<file path="config.mk">
export PLATFORM = sky130hd
export DESIGN_NAME = pipeline_hazard_ctrl
export DESIGN_NICKNAME = d
export VERILOG_FILES = /design/src/rtl/pipeline_hazard_ctrl.sv
export SDC_FILE = /design/constraint.sdc
export NUM_CORES = 1
export LEC_CHECK = 0
export CAP_MARGIN = 25
export CELL_PAD_IN_SITES_DETAIL_PLACEMENT = 1
export CELL_PAD_IN_SITES_GLOBAL_PLACEMENT = 2
export CORE_ASPECT_RATIO = 0.8
export CORE_MARGIN = 1
export CORE_UTILIZATION = 29
export CTS_BUF_LIST = sky130_fd_sc_hd__clkbuf_8
export CTS_CLUSTER_DIAMETER = 50
export CTS_CLUSTER_SIZE = 30
export DETAILED_ROUTE_END_ITERATION = 10
export GPL_TIMING_DRIVEN = 0
export PLACE_DENSITY_LB_ADDON = 0.1
export SYNTH_ARGS = -nofsm -noshare
export SYNTH_HDL_FRONTEND = slang
export SYNTH_SLANG_ARGS = --single-unit
</file>
<file path="constraint.sdc">
create_clock -name clk -period 2.7 [get_ports clk]
set_input_delay 0.54 -clock clk [delete_from_list [all_inputs] [get_ports clk]]
set_output_delay 0.54 -clock clk [all_outputs]
set_load 0.01 [all_outputs]
</file>
<file path="src/rtl/pipeline_hazard_ctrl.sv">
// pipeline_hazard_ctrl
//   Central stall/flush controller for the 5-stage RISC-V pipeline. It drives
//   the enable/clear pair of every pipeline register and the PC enable. It
//   resolves three conditions in the current cycle:
//     - data-memory waits: freeze IF..MEM and bubble WB
//     - taken branches: flush IF/ID and ID/EX
//     - load-use hazards: hold PC and IF/ID, bubble ID/EX
//   It also keeps saturating stall/flush counters and a sticky memory-timeout
//   flag.
//
// Ports
//   clk, reset          rising-edge clock, asynchronous active-low reset
//   id_rs1/id_rs2       source registers of the ID instruction
//   id_uses_rs1/rs2     ID instruction actually reads that source
//   ex_rd               destination register of the EX instruction
//   ex_mem_read         EX instruction is a load
//   ex_reg_write        EX instruction writes the register file
//   ex_branch_taken     branch/jump resolved taken in EX
//   mem_req/mem_ready   MEM stage access active / completes this cycle
//   pc_en               PC update enable
//   *_en / *_clr        enable/clear of IF/ID, ID/EX, EX/MEM, MEM/WB
//   stall_count         saturating count of cycles with pc_en=0
//   flush_count         saturating count of branch-flush cycles
//   mem_timeout         sticky flag, memory wait exceeded MEM_TIMEOUT cycles
module pipeline_hazard_ctrl #(
    parameter int REG_ADDR_W  = 5,
    parameter int CNT_W       = 16,
    parameter int MEM_TIMEOUT = 64
) (
    input  logic                  clk,
    input  logic                  reset,
    input  logic [REG_ADDR_W-1:0] id_rs1,
    input  logic [REG_ADDR_W-1:0] id_rs2,
    input  logic                  id_uses_rs1,
    input  logic                  id_uses_rs2,
    input  logic [REG_ADDR_W-1:0] ex_rd,
    input  logic                  ex_mem_read,
    input  logic                  ex_reg_write,
    input  logic                  ex_branch_taken,
    input  logic                  mem_req,
    input  logic                  mem_ready,
    output logic                  pc_en,
    output logic                  ifid_en,
    output logic                  ifid_clr,
    output logic                  idex_en,
    output logic                  idex_clr,
    output logic                  exmem_en,
    output logic                  exmem_clr,
    output logic                  memwb_en,
    output logic                  memwb_clr,
    output logic [CNT_W-1:0]      stall_count,
    output logic [CNT_W-1:0]      flush_count,
    output logic                  mem_timeout
);

    localparam int WAIT_W = $clog2(MEM_TIMEOUT + 1);
    localparam logic [WAIT_W-1:0] WAIT_LIMIT = WAIT_W'(MEM_TIMEOUT);
    localparam logic [WAIT_W-1:0] WAIT_ONE   = WAIT_W'(1);

    typedef enum logic {
        RUN      = 1'b0,
        MEM_WAIT = 1'b1
    } state_t;

    state_t            state;
    state_t            state_nxt;
    logic [WAIT_W-1:0] wait_cnt;
    logic              frozen;
    logic              load_use;
    logic              flush_now;

    // Counter increment that sticks at all-ones instead of wrapping.
    function automatic logic [CNT_W-1:0] sat_inc(input logic [CNT_W-1:0] v);
        if (&v)
            return v;
        else
            return v + CNT_W'(1);
    endfunction

    // x0 is hard-wired to zero, so a load targeting it never creates a hazard.
    assign load_use = ex_mem_read && ex_reg_write && (ex_rd != '0) &&
                      ((id_uses_rs1 && (id_rs1 == ex_rd)) ||
                       (id_uses_rs2 && (id_rs2 == ex_rd)));

    // Once in MEM_WAIT the access is already in flight, so only mem_ready
    // matters; in RUN a stall starts only when a request is present.
    assign frozen = (state == MEM_WAIT) ? !mem_ready : (mem_req && !mem_ready);

    always_comb begin
        pc_en     = 1'b0;
        ifid_en   = 1'b0;
        ifid_clr  = 1'b0;
        idex_en   = 1'b0;
        idex_clr  = 1'b0;
        exmem_en  = 1'b0;
        exmem_clr = 1'b0;
        memwb_en  = 1'b0;
        memwb_clr = 1'b0;
        flush_now = 1'b0;
        state_nxt = state;

        if (!reset) begin
            state_nxt = RUN;
        end else if (frozen) begin
            // Freeze everything up to MEM; WB receives a bubble.
            memwb_en  = 1'b1;
            memwb_clr = 1'b1;
            state_nxt = MEM_WAIT;
        end else begin
            state_nxt = RUN;
            // A taken branch wins over load-use: the dependent instruction
            // is squashed by the flush anyway.
            if (ex_branch_taken) begin
                flush_now = 1'b1;
                pc_en     = 1'b1;
                ifid_en   = 1'b1;
                ifid_clr  = 1'b1;
                idex_en   = 1'b1;
                idex_clr  = 1'b1;
                exmem_en  = 1'b1;
                memwb_en  = 1'b1;
            end else if (load_use) begin
                idex_en   = 1'b1;
                idex_clr  = 1'b1;
                exmem_en  = 1'b1;
                memwb_en  = 1'b1;
            end else begin
                pc_en     = 1'b1;
                ifid_en   = 1'b1;
                idex_en   = 1'b1;
                exmem_en  = 1'b1;
                memwb_en  = 1'b1;
            end
        end
    end

    always_ff @(posedge clk or negedge reset) begin
        if (!reset) begin
            state <= RUN;
        end else begin
            state <= state_nxt;
        end
    end

    always_ff @(posedge clk or negedge reset) begin
        if (!reset) begin
            stall_count <= '0;
            flush_count <= '0;
        end else begin
            if (!pc_en)
                stall_count <= sat_inc(stall_count);
            if (flush_now)
                flush_count <= sat_inc(flush_count);
        end
    end

    // Wait counter only advances on MEM_WAIT cycles that are still waiting;
    // it parks at the limit so it never wraps during very long waits.
    always_ff @(posedge clk or negedge reset) begin
        if (!reset) begin
            wait_cnt    <= '0;
            mem_timeout <= 1'b0;
        end else if ((state == MEM_WAIT) && !mem_ready) begin
            if (wait_cnt != WAIT_LIMIT)
                wait_cnt <= wait_cnt + WAIT_ONE;
            if (wait_cnt == WAIT_LIMIT - WAIT_ONE)
                mem_timeout <= 1'b1;
        end else begin
            wait_cnt <= '0;
        end
    end

endmodule

</file>
After elaboration in Yosys (flattened, before gate mapping)
Index checks and enable logic that the tools add are counted.
- add/sub/neg operators: 3
- equal/unequal tests: 5
- muxes and demuxes: 19
- bitwise gates (word level): 3
- reduce and logical (&&, ||, !) cells: 15
- operators by type and width (operator ; count):
    16-bit by 1-bit adder with 16-bit output, second input constant ; 2
    16-bit AND reduction ; 2
    1-bit 2-to-1 mux ; 17
    7-bit 2-to-1 mux ; 2
    5-bit equality test ; 2
    7-bit by 1-bit adder with 7-bit output, second input constant ; 1
    7-bit by 6-bit equality test with 1-bit output, second input constant ; 1
    1-bit logical AND ; 7
    7-bit != test, second input constant ; 1
    2-bit AND reduction ; 3
    5-bit nonzero test ; 1
    1-bit inverter ; 3
    2-bit by 1-bit != test with 1-bit output, second input constant ; 1
    1-bit logical NOT ; 1
    1-bit logical OR ; 1
- register bits: 41
- logic and storage cells: 50

Longest topological paths before layout
- word-level depth: 10
- depth in mapped cells: 8

Least setup slack after synthesis
No wires, ideal clock.
- path type: input to output
- from: input port ex_rd[1]
- to: output port pc_en
- arrival time: 1572 ps
- required time: 2160 ps
- slack: 588 ps
- cell stages on the path: 4
- cells stage by stage: nor4_1 > a211oi_1 > a21oi_1 > buf_4
- word-level cells in the longest chain between the ends: 8
- elaborated cells between the ends (all ways): 12
- classes of those cells: eq/ne: 2; mux: 4; reduce/logical: 6
- ends and longest elaborated chain (item ; RTL line ; text):
    start: declaration ; 36 ; input logic [REG_ADDR_W-1:0] ex_rd,
    5-bit equality test, on equally long branches ; 82, 83 ;
    1-bit logical AND, on equally long branches ; 82, 83 ;
    1-bit logical OR ; 82 ; ((id_uses_rs1 && (id_rs1 == ex_rd)) ||
    1-bit logical AND (*) ; 81 ; assign load_use = ex_mem_read && ex_reg_write && (ex_rd != '0) &&
    1-bit 2-to-1 mux (*) (4 in series) ; - ;
    end: declaration ; 42 ; output logic pc_en,
Every way passes the cells marked *; elsewhere a longest branch is shown, timed or not.

Worst setup path after layout
- from: input port mem_req
- to: output port idex_en
- word-level cells in the longest chain between the ends: 4
- ends and longest elaborated chain (item ; RTL line ; text):
    start: declaration ; 40 ; input logic mem_req,
    1-bit logical AND ; 87 ; assign frozen = (state == MEM_WAIT) ? !mem_ready : (mem_req && !mem_ready);
    1-bit 2-to-1 mux ; 87 ;
    1-bit 2-to-1 mux ; 104 ; end else if (frozen) begin
    1-bit 2-to-1 mux ; 102 ; if (!reset) begin
    end: declaration ; 45 ; output logic idex_en,
No other way between the ends.

==> impl_results.md <==
* First-pass iteration count of the detailed router at 4
* Initial Utilization at 30.3%
* Pwr/cell area at 589 nW/µm²
* Die area at 7630 µm²
* Final Setup Violations at 0
* DRC violations left at 0
* Static Leakage at around 1.3 nW
* Vias per inst at between 4 and 5
* Vias in the first global route at 1,739
* First-pass GRT wire length at a little under 9000 µm
* Final WL at 5260 µm
* Clk root buf: clkbuf_8
* CP startpoint kind: primary input
* Status: finished clean
* Commonest non-fill, non-tap cell in the layout: clkdlybuf4s50_1
* Hold slack final at 0.153 ns
* Post-Synth XOR/XNOR Area at 18.2%
* Worst Path Max Fanout at 4
* Core Region at 6960 µm²
* Slew of the pin with the lowest slew margin at 0.749 ns
* Avg Cell Area, Syn at 10.1 µm²
* Most frequent cells in the layout: clkdlybuf4s50_1 (55), dfrtp_1 (41), xnor2_1 (28)
* Seq/Total Area, Yosys at 48.6%
* Yosys top cell area share at 48.6%
* Final-report hold violation count at 0
* Post-Synthesis Cell Area at ~2100 µm²
* Hold buffers post-CTS at 0
* Clk_lat worst skew at 0.29 ns
* Total track usage at 14.4%
* Top cells by area, synth: dfrtp_1 (49%), xnor2_1 (12%), xor2_1 (6.6%)
* Fin crit share at between 90 and 100%
* Adder-cell area share of the yosys netlist at roughly 2.4%
* CP arrival at 2.03 ns
* Crit path time final at 2.57 ns
* Worst R2R Path Depth at 7
* Unrepaired setup endpoints after global routing: no
* Slew Limit Fails at 0
* Biggest area consumer among synthesized cells: dfrtp_1
* DPL Wire Length at 3930 µm
* Number of synthesized flops with an enable pin at 0
* DP Area at 2880 µm²
* Worst setup EP type: output port
* Layout area overhead at 44.7%
* Clk_skew at between 0.007 and 0.008 ns
* Antenna violations before repair at 0
* Post-synthesis simple-gate area fraction at about a fifth
* H-tree Lvls at 2
* Syn Inst Count at 209
* Slew HR at 49.8%
* Chip Width at between 90 and 100 µm
* Layout cell share with drive strength beyond 1 at approximately 12%
* Global placement routability congestion at 0.683
* Fmax at 389 MHz
* TritonCTS buffer count at 5
* ANT nets after route at 0
* Ant. Diodes at 0
* Total vias in the final route at 1,753
* Row count at 27
* Wire per inst at 14.1 µm
* CTS clock-pin slew for the worst setup and hold paths at 0.08 ns
* Asr flop ratio synth at 100%
* Yosys reg bits at 41
* Critical path class: in2out
* Largest net degree at the start of global routing at 31
* Starting DRC count in detailed routing at 29
* Post-route cell area at 3060 µm²
* PortBufs at 64
* Synth unique cells at 38
* NumNets Final at 312
* Largest family of logic cells by synthesized area: simple AND/OR/NAND/NOR gates
* Total of max-cap violations at 0
* Yosys warning count at 0
* Max Root-Sink Buffers at 2
* Hold Path Class: in2async
* CTS tree: built
* Num Clock Sinks at between 40 and 50
* Post-synthesis mux area share at around 1.6%
* Dominant synthesized flop cell: dfrtp_1
* Die Span Y at 78.3 µm
* Post-synth net total at roughly 240
* Power, Total at 1.80 mW
* Maximum vdd drop at around 0.40 mV
* Total gr overflow at 0
* IO Count at 66
* Post-synthesis compound-gate area fraction at 4.56%
* Critical Path RT at 2.16 ns
==> worst paths after layout <==
| kind | slack (ns) | startpoint | endpoint |
|---|---|---|---|
| max in group asynchronous | 2.05 | reset | wait_cnt[1] |
| max | 0.13 | mem_req | idex_en |
| max reg2reg | 0.49 | stall_count[6] | stall_count[14] |
| min reg2reg | 0.47 | mem_timeout | mem_timeout |
| min | 0.15 | reset | flush_count[10] |
| min in group clk | 0.47 | mem_timeout | mem_timeout |
==> report_power, final <==
group	internal [mW]	switching, mW
logic	0.304	0.205
clock network	0.231	0.221
registers	0.709	0.131
==> critical path: stages <==
cell and delay (ns):
clkdlybuf4s50_1 0.41, o21bai_2 0.21, nand2_2 0.14, inv_1 0.11
buf_4 0.10, clkdlybuf4s50_1 0.52
==> cells by family after synthesis <==
group	count (synthesis)
multiplexers	3
XOR/XNOR	44
flip-flops	41
adder cells (fa/ha/maj)	4
AND/OR/NAND/NOR	84
AO/OA/AOI/OAI	15
buffers and inverters	17
other	1
==> cells in the mapped netlist, types with 2 or more instances <==
library cell	number
nor4_1	3
o31ai_1	2
inv_1	11
nand3_1	15
xor2_1	16
mux2_2	3
buf_4	4
nor2_1	19
nor3_1	7
nand4_1	8
or3b_2	2
or2_2	2
o21a_1	2
a21oi_1	5
dfrtp_1	41
ha_1	4
nand2_1	17
xnor2_1	28
==> per-layer routing <==
| metal | vias to the layer above | wire (µm) | GRT usage [%] |
|---|---|---|---|
| met5 | - | 0 | 0 |
| met1 | 853 | 2810 | 22.3 |
| met4 | 0 | 51 | 4.41 |
| li1 | 847 | - | - |
| met2 | 47 | 2140 | 19.4 |
| met3 | 6 | 260 | 3.47 |
==> repair_timing <==
action / 4_1_cts / 5_1_grt
setup buffers: 2 / 1
gates resized for setup: 15 / 4
hold endpoints to repair: 0 / 0
setup endpoints to repair: 3 / 5
pin swaps: 4 / 2
==> state kept, by name, summed over array words and instances (netlist names) <==
name         cells
state            1
stall_count     16
mem_timeout      1
wait_cnt         7
flush_count     16
==> final cells by class <==
class | count | area [µm²]
Multi-Input combinational cell | 151 | 1060
Timing Repair Buffer | 68 | 672
Sequential cell | 41 | 1030
Clock inverter | 1 | 5.00
Clock buffer | 7 | 96.3
Inverter | 11 | 41.3
Fill cell | 785 | 3900
Tap cell | 87 | 109
Buffer | 6 | 45.0
==> per-stage QoR <==
step / setup slack [ns] / std cells / util (%) / setup TNS (ns)
6_report: 0.129 / 372 / 43.9 / 0
5_1_grt: 0.0311 / 372 / 43.9 / 0
4_1_cts: -0.123 / 371 / 43.6 / -0.123
3_5_place_dp: -0.642 / 361 / 41.3 / -1.99
3_3_place_gp: -2.01 / 360 / 41.1 / -65.37
2_1_floorplan: 0.588 / 209 / - / 0
Note: power is estimated with default switching activity, not from simulation.
